==> config.mk <==
export PLATFORM = sky130hd
export DESIGN_NAME = cond_exec_scheduler
export DESIGN_NICKNAME = d
export VERILOG_FILES = /design/src/rtl/cond_exec_scheduler.sv
export SDC_FILE = /design/constraint.sdc
export NUM_CORES = 1
export LEC_CHECK = 0
export ABC_CLOCK_PERIOD_IN_PS = 5400
export CORE_MARGIN = 3
export CORE_UTILIZATION = 48
export CTS_BUF_LIST = sky130_fd_sc_hd__clkbuf_2
export DETAILED_ROUTE_END_ITERATION = 8
export MAX_ROUTING_LAYER = met4
export PLACE_DENSITY = 0.86
export SLEW_MARGIN = 20
export SYNTH_ARGS = -nofsm -noshare
export SYNTH_HDL_FRONTEND = slang
export SYNTH_SLANG_ARGS = --single-unit
export TNS_END_PERCENT = 5
==> constraint.sdc <==
create_clock -name clk -period 5.4 [get_ports clk]
set_input_delay 1.08 -clock clk [delete_from_list [all_inputs] [get_ports clk]]
set_output_delay 1.08 -clock clk [all_outputs]
set_load 0.1 [all_outputs]
==> src/rtl/cond_exec_scheduler.sv <==
// ID-stage conditional-execution sequencer: tracks in-flight flag writers, owns NZCV, issues or annuls.
// Optional macro COND_FLAG_FWD_EN bypasses EX flags when the single pending writer retires this cycle.
module cond_exec_scheduler #(
   parameter int MAX_PEND = 3
) (
   input  logic       clk,
   input  logic       rst,
   input  logic       id_valid,
   input  logic [3:0] id_cond,
   input  logic       id_set_flags,
   input  logic       pipe_hold,
   input  logic       flush,
   input  logic       ex_flag_wr,
   input  logic [3:0] ex_nzcv,
   output logic       id_stall,
   output logic       id_issue,
   output logic       id_exec,
   output logic [3:0] status,
   output logic [2:0] pend_cnt,
   output logic       err
);

   localparam logic [2:0] MAX_P = 3'(MAX_PEND);

   logic [3:0] status_q, status_d;
   logic [2:0] pend_q, pend_d;
   logic       err_q, err_d;

   logic [3:0] flags;
   logic       fwd, flags_ok, needs_flags, cond_pass, live;
   logic       f_n, f_z, f_c, f_v;

   always_comb begin
      flags = status_q;
      fwd   = 1'b0;
`ifdef COND_FLAG_FWD_EN
      if (ex_flag_wr && (pend_q == 3'd1)) begin
         fwd   = 1'b1;
         flags = ex_nzcv;
      end
`endif
      {f_n, f_z, f_c, f_v} = flags;

      cond_pass = 1'b0;
      unique case (id_cond)
         4'b0000: cond_pass = f_z;
         4'b0001: cond_pass = !f_z;
         4'b0010: cond_pass = f_c;
         4'b0011: cond_pass = !f_c;
         4'b0100: cond_pass = f_n;
         4'b0101: cond_pass = !f_n;
         4'b0110: cond_pass = f_v;
         4'b0111: cond_pass = !f_v;
         4'b1000: cond_pass = f_c && !f_z;
         4'b1001: cond_pass = !f_c || f_z;
         4'b1010: cond_pass = (f_n == f_v);
         4'b1011: cond_pass = (f_n != f_v);
         4'b1100: cond_pass = !f_z && (f_n == f_v);
         4'b1101: cond_pass = f_z || (f_n != f_v);
         4'b1110: cond_pass = 1'b1;
         4'b1111: cond_pass = 1'b0;
         default: cond_pass = 1'b0;
      endcase

      flags_ok    = (pend_q == 3'd0) || fwd;
      needs_flags = (id_cond[3:1] != 3'b111);
      live        = id_valid && !flush && !rst;

      // A full tracker only admits a new executing setter if a slot frees this same cycle.
      id_stall = live && ((needs_flags && !flags_ok) ||
                          (id_set_flags && cond_pass && (pend_q == MAX_P) && !ex_flag_wr) ||
                          pipe_hold);
      id_issue = live && !id_stall;
      id_exec  = id_issue && cond_pass;

      status_d = ex_flag_wr ? ex_nzcv : status_q;
      pend_d   = pend_q;
      err_d    = err_q;
      if (ex_flag_wr) begin
         if (pend_q == 3'd0) err_d  = 1'b1;
         else                pend_d = pend_q - 3'd1;
      end
      if (id_exec && id_set_flags) pend_d = pend_d + 3'd1;
   end

   always_ff @(posedge clk) begin
      if (rst) begin
         status_q <= 4'b0000;
         pend_q   <= 3'd0;
         err_q    <= 1'b0;
      end else begin
         status_q <= status_d;
         pend_q   <= pend_d;
         err_q    <= err_d;
      end
   end

   assign status   = status_q;
   assign pend_cnt = pend_q;
   assign err      = err_q;

endmodule

---- Yosys cells after proc, flatten, opt, wreduce, memory -nomap -nowiden ----
Index checks and enable logic that the tools add are counted.
word-level totals
  register bits after elaboration ......... 8
  input port bits ......................... 15
  output and inout port bits .............. 11
  word-level logic and storage cells ...... 56
operators by class
  $add $sub $neg .......................... 2
  equality and inequality tests ........... 19
  muxes and demuxes ....................... 4
  reduce and logical (&&, ||, !) cells .... 28
operator list
  kind                                                  number
  equality test 4 bit (second input constant)           8
  equality test 4 x 3 -> 1 bit (second input constant)  4
  one-hot mux 1 bit (16 select lines)                   1
  logical AND 1 bit                                     12
  logical NOT 1 bit                                     9
  2-to-1 mux 3 bit                                      3
  equality test 4 x 2 -> 1 bit (second input constant)  2
  equality test 4 x 1 -> 1 bit (second input constant)  1
  logical NOT 4 bit                                     1
  logical OR 1 bit                                      4
  adder 3 x 1 -> 3 bit (second input constant)          1
  equality test 3 x 2 -> 1 bit (second input constant)  1
  logical NOT 3 bit                                     1
  != test 3 bit (second input constant)                 1
  subtractor 3 x 1 -> 3 bit (second input constant)     1
  AND reduction 2 bit                                   1
  equality test 1 bit                                   1
  != test 1 bit                                         1

---- Depth between registers and ports, before layout ----
  word-level depth ........................ 14
  gate-level depth with buffers ........... 10
  mapped depth without buffers ............ 10

---- Worst setup path after synthesis ----
No wires, ideal clock.
  path type ............................... input port to output port
  from .................................... in id_cond[2]
  to ...................................... out id_issue
  arrival time ............................ 4.358 ns
  required time ........................... 4.320 ns
  path slack .............................. -0.038 ns
  stages on the path ...................... 7
  buffers on the path ..................... 1
  cell sequence ........................... buf_2 -> nor4bb_1 -> a211oi_1 -> o211ai_2 -> a22oi_4 -> or3_4 -> nor3b_1
between the ends
  cells in the longest elaborated chain, start to end .. 10
  elaborated cells on any way between the ends .. 27
  classes of those cells .................. 16 x eq/ne; 1 x mux; 10 x reduce/logical
ends and longest elaborated chain
  item                                               RTL line  RTL
  start, declared                                    9         input logic [3:0] id_cond,
  equality test 4 bit, or another cell as far along  45        unique case (id_cond)
  one-hot mux 1 bit (16 select lines)                45
  logical AND 1 bit (3 in series)                    71        (id_set_flags && cond_pass && (pend_q == MAX_P) && !ex_flag_wr) ||
  logical OR 1 bit (*)                               70        id_stall = live && ((needs_flags && !flags_ok) ||
  logical OR 1 bit (*)                               71
  logical AND 1 bit (*)                              70
  logical NOT 1 bit (*)                              73        id_issue = live && !id_stall;
  logical AND 1 bit (*)                              73
  end, declared                                      16        output logic id_issue,
Every way passes the cells marked *; elsewhere a longest branch is shown, timed or not.

---- Final worst setup path ----
  from .................................... in id_cond[2]
  to ...................................... out id_stall
between the ends
  cells in the longest elaborated chain, start to end .. 8
  elaborated cells on any way between the ends .. 25
  classes of those cells .................. 16 x eq/ne; 1 x mux; 8 x reduce/logical
ends and longest elaborated chain
  item                                               RTL line  RTL
  equality test 4 bit, or another cell as far along  45
  one-hot mux 1 bit (16 select lines)                45
  logical AND 1 bit (3 in series)                    71
  logical OR 1 bit (*)                               70
  logical OR 1 bit (*)                               71
  logical AND 1 bit (*)                              70
  end, declared                                      15        output logic id_stall,
Marked as above.

==> results.json <==
{
  "cts.sinks": 8,
  "hold_viol": 0,
  "synth-simple-area-share": 0.269,
  "synth_nets": 104,
  "hold_buffers": 0,
  "io_pins": 26,
  "tns_ps": 0,
  "clock_latency_ps": 220,
  "layout_min_cycle_time_ps": 4440,
  "synth_top_cell_area_share": 0.236,
  "clk_pin_slew_ps": 70,
  "syn_inst": 85,
  "rr_worst_depth": 8,
  "antenna_cells": 0,
  "synth_top_family_by_area": "simple AND/OR/NAND/NOR gates",
  "fin_skew_ps": 6.20,
  "rsz0062_at_grt": "no",
  "cts_htree_levels": 1,
  "grt_usage": 0.203,
  "dr.first_iter.drc_count": 18,
  "finalCritPeriodShare": 0.823,
  "rrSetupSlack_ps": 3380,
  "cp_data_arrival_time_ps": 3360,
  "synth-async-reset-ratio": 0,
  "yosysTopAreaCell": "dfxtp_1",
  "cts_tree": "built",
  "multi_input_area_um2": 475,
  "worstPathRequired_ps": 4320,
  "drt-pass1-iter-count": 4,
  "total_power_mw": 0.376,
  "synthToLayoutAreaGrowth_pct": 38.7,
  "dieWidth_um": 43.6,
  "rows": 12,
  "synth_ff_type": "dfxtp_1",
  "antenna_found_initial": 0,
  "cts.path.max_buffers": 2,
  "tightestPinTransition_ps": 981,
  "cts_root_buf": "clkbuf_2",
  "relSlewSlack": 0.344,
  "fin_nets": 130,
  "cts_resized": 0,
  "r2r_end": "pend_cnt[1]",
  "power_density_nw_per_um2": 399,
  "drc": 0,
  "syn_area_per_cell_um2": 7.98,
  "synth_cell_types": 36,
  "max_freq_mhz": 225,
  "final-seq-area_um2": 160,
  "gp_congestion": 0.837,
  "total_leakage_power_nw": 0.381,
  "synth_area_leaders": "dfxtp_1, ha_1, mux2i_1, nor2_1, a21oi_1",
  "wl_per_cell_um": 14.2,
  "core_area_um2": 1220,
  "synth_adder_area_share": 0.0738,
  "vias": 687,
  "drive_gt1_frac": 0.110,
  "yosys_warnings": 0,
  "io_buffers": 25,
  "grt_max_degree": 12,
  "synth_xor_area_frac": 0.0517,
  "synth_mux_area_frac": 0.0590,
  "path_class": "primary input to output port",
  "fill_cells": 97,
  "grt_pass1_wl_mm": 2.92,
  "grt_overflow": 0,
  "r2r-start": "pend_cnt[0]",
  "detail-route-antenna-nets": 0,
  "start_kind": "primary input",
  "finalSetupViolCount": 0,
  "synth-edff-count": 0,
  "place_hpwl_mm": 1.45,
  "whs_path_depth": 2,
  "synth-seq-cells": 8,
  "cts_setup_buffers": 0,
  "synth_area_um2": 678,
  "outcome": "complete, no violations",
  "hp-start": "err",
  "vdd_drop_max_v": 0.000277,
  "maxSlewViolCount": 0,
  "synth-compound-area-share": 0.240,
  "min_to": "err",
  "yosysMostFrequentCell": "nor2_1",
  "path_max_fanout": 11,
  "first_global_vias": 653,
  "hold_class": "register to register",
  "endpoint_kind": "output port",
  "detail_route.vias_per_cell": 5.59,
  "wl_mm": 1.75,
  "fp.dieH_um": 43.6,
  "yosysSeqAreaShare": 0.236,
  "initial_utilization": 0.558,
  "cts_buffers": 3,
  "yosys-top-cells-count": "nor2_1, dfxtp_1, inv_1",
  "floorplan.die_area_um2": 1900,
  "max_cap_violations": 0
}
worst max-delay path, stage by stage:
cell and delay, ps:
clkdlybuf4s50_1 690, nor4bb_1 330, a211oi_1 130, o211ai_2 200, a22oi_4 110, or3_4 410
a21oi_2 130, buf_4 290
state kept, by name, summed over array words and instances (netlist names):
name,cells
status,4
err,1
pend_cnt,3
metrics by stage:
step,cells,setup slack (ps),util,hold slack (ps),area (um^2)
after floorplan,85,950,-,984,683
after global placement,120,1050,0.761,456,926
after detailed placement,120,973,0.761,470,926
after CTS,123,960,0.774,488,941
after global routing,123,836,0.774,530,941
final,123,957,0.774,482,941
kinds of logic (layout without fill, tap and decap cells):
kind of cell	after synthesis	count (layout)
flops	8	8
buf+inv	12	36
fa+ha+maj	4	4
xor+xnor	4	4
simple gates	32	32
compound gates	21	21
mux	4	4
cell usage in the layout (no fill, tap or decap), types with 2 or more instances in the layout:
cell type        count
clkdlybuf4s50_1     22
nor2_1              10
inv_1                8
dfxtp_1              8
a21oi_1              6
nand2_1              6
mux2i_1              4
ha_1                 4
xnor2_1              3
o211ai_1             3
clkbuf_2             3
buf_4                3
o21ai_0              2
nor4b_1              2
nand3_1              2
nor3_1               2
layout make-up:
| cell class | instances | share of cell area |
|---|---|---|
| tap | 14 | 0.0186 |
| inverter | 8 | 0.0319 |
| sequential | 8 | 0.170 |
| timing repair buffer | 25 | 0.258 |
| clock buffer | 3 | 0.0160 |
| multi-input combinational | 65 | 0.505 |
routing by layer:
metal,vias to the layer above,share of wire,track usage
met1,312,0.44,0.255
met3,4,0.055,0.0290
met4,0,0.017,0.0723
li1,352,-,-
met5,-,0,-
met2,19,0.49,0.328
worst max-delay path by stage:
stage | startpoint | endpoint | slack (ps) | cells after the start
after global placement | id_cond[2] | id_stall | 1050 | 8
after CTS | id_cond[2] | id_stall | 960 | 8
final | id_cond[2] | id_stall | 960 | 8
after floorplan | id_cond[2] | id_issue | 950 | 7
after detailed placement | id_cond[2] | id_stall | 970 | 8
after global routing | id_cond[2] | id_stall | 840 | 8
where the power goes:
| group | switching, mW | internal, mW | leakage [nW] | total [mW] |
|---|---|---|---|---|
| clock network | 0.0178 | 0.0152 | 0.0125 | 0.0329 |
| registers | 0.0128 | 0.0714 | 0.0658 | 0.0843 |
| logic | 0.180 | 0.0784 | 0.303 | 0.258 |
| total | 0.211 | 0.165 | 0.381 | 0.376 |
(Power assumes the default switching activity.)
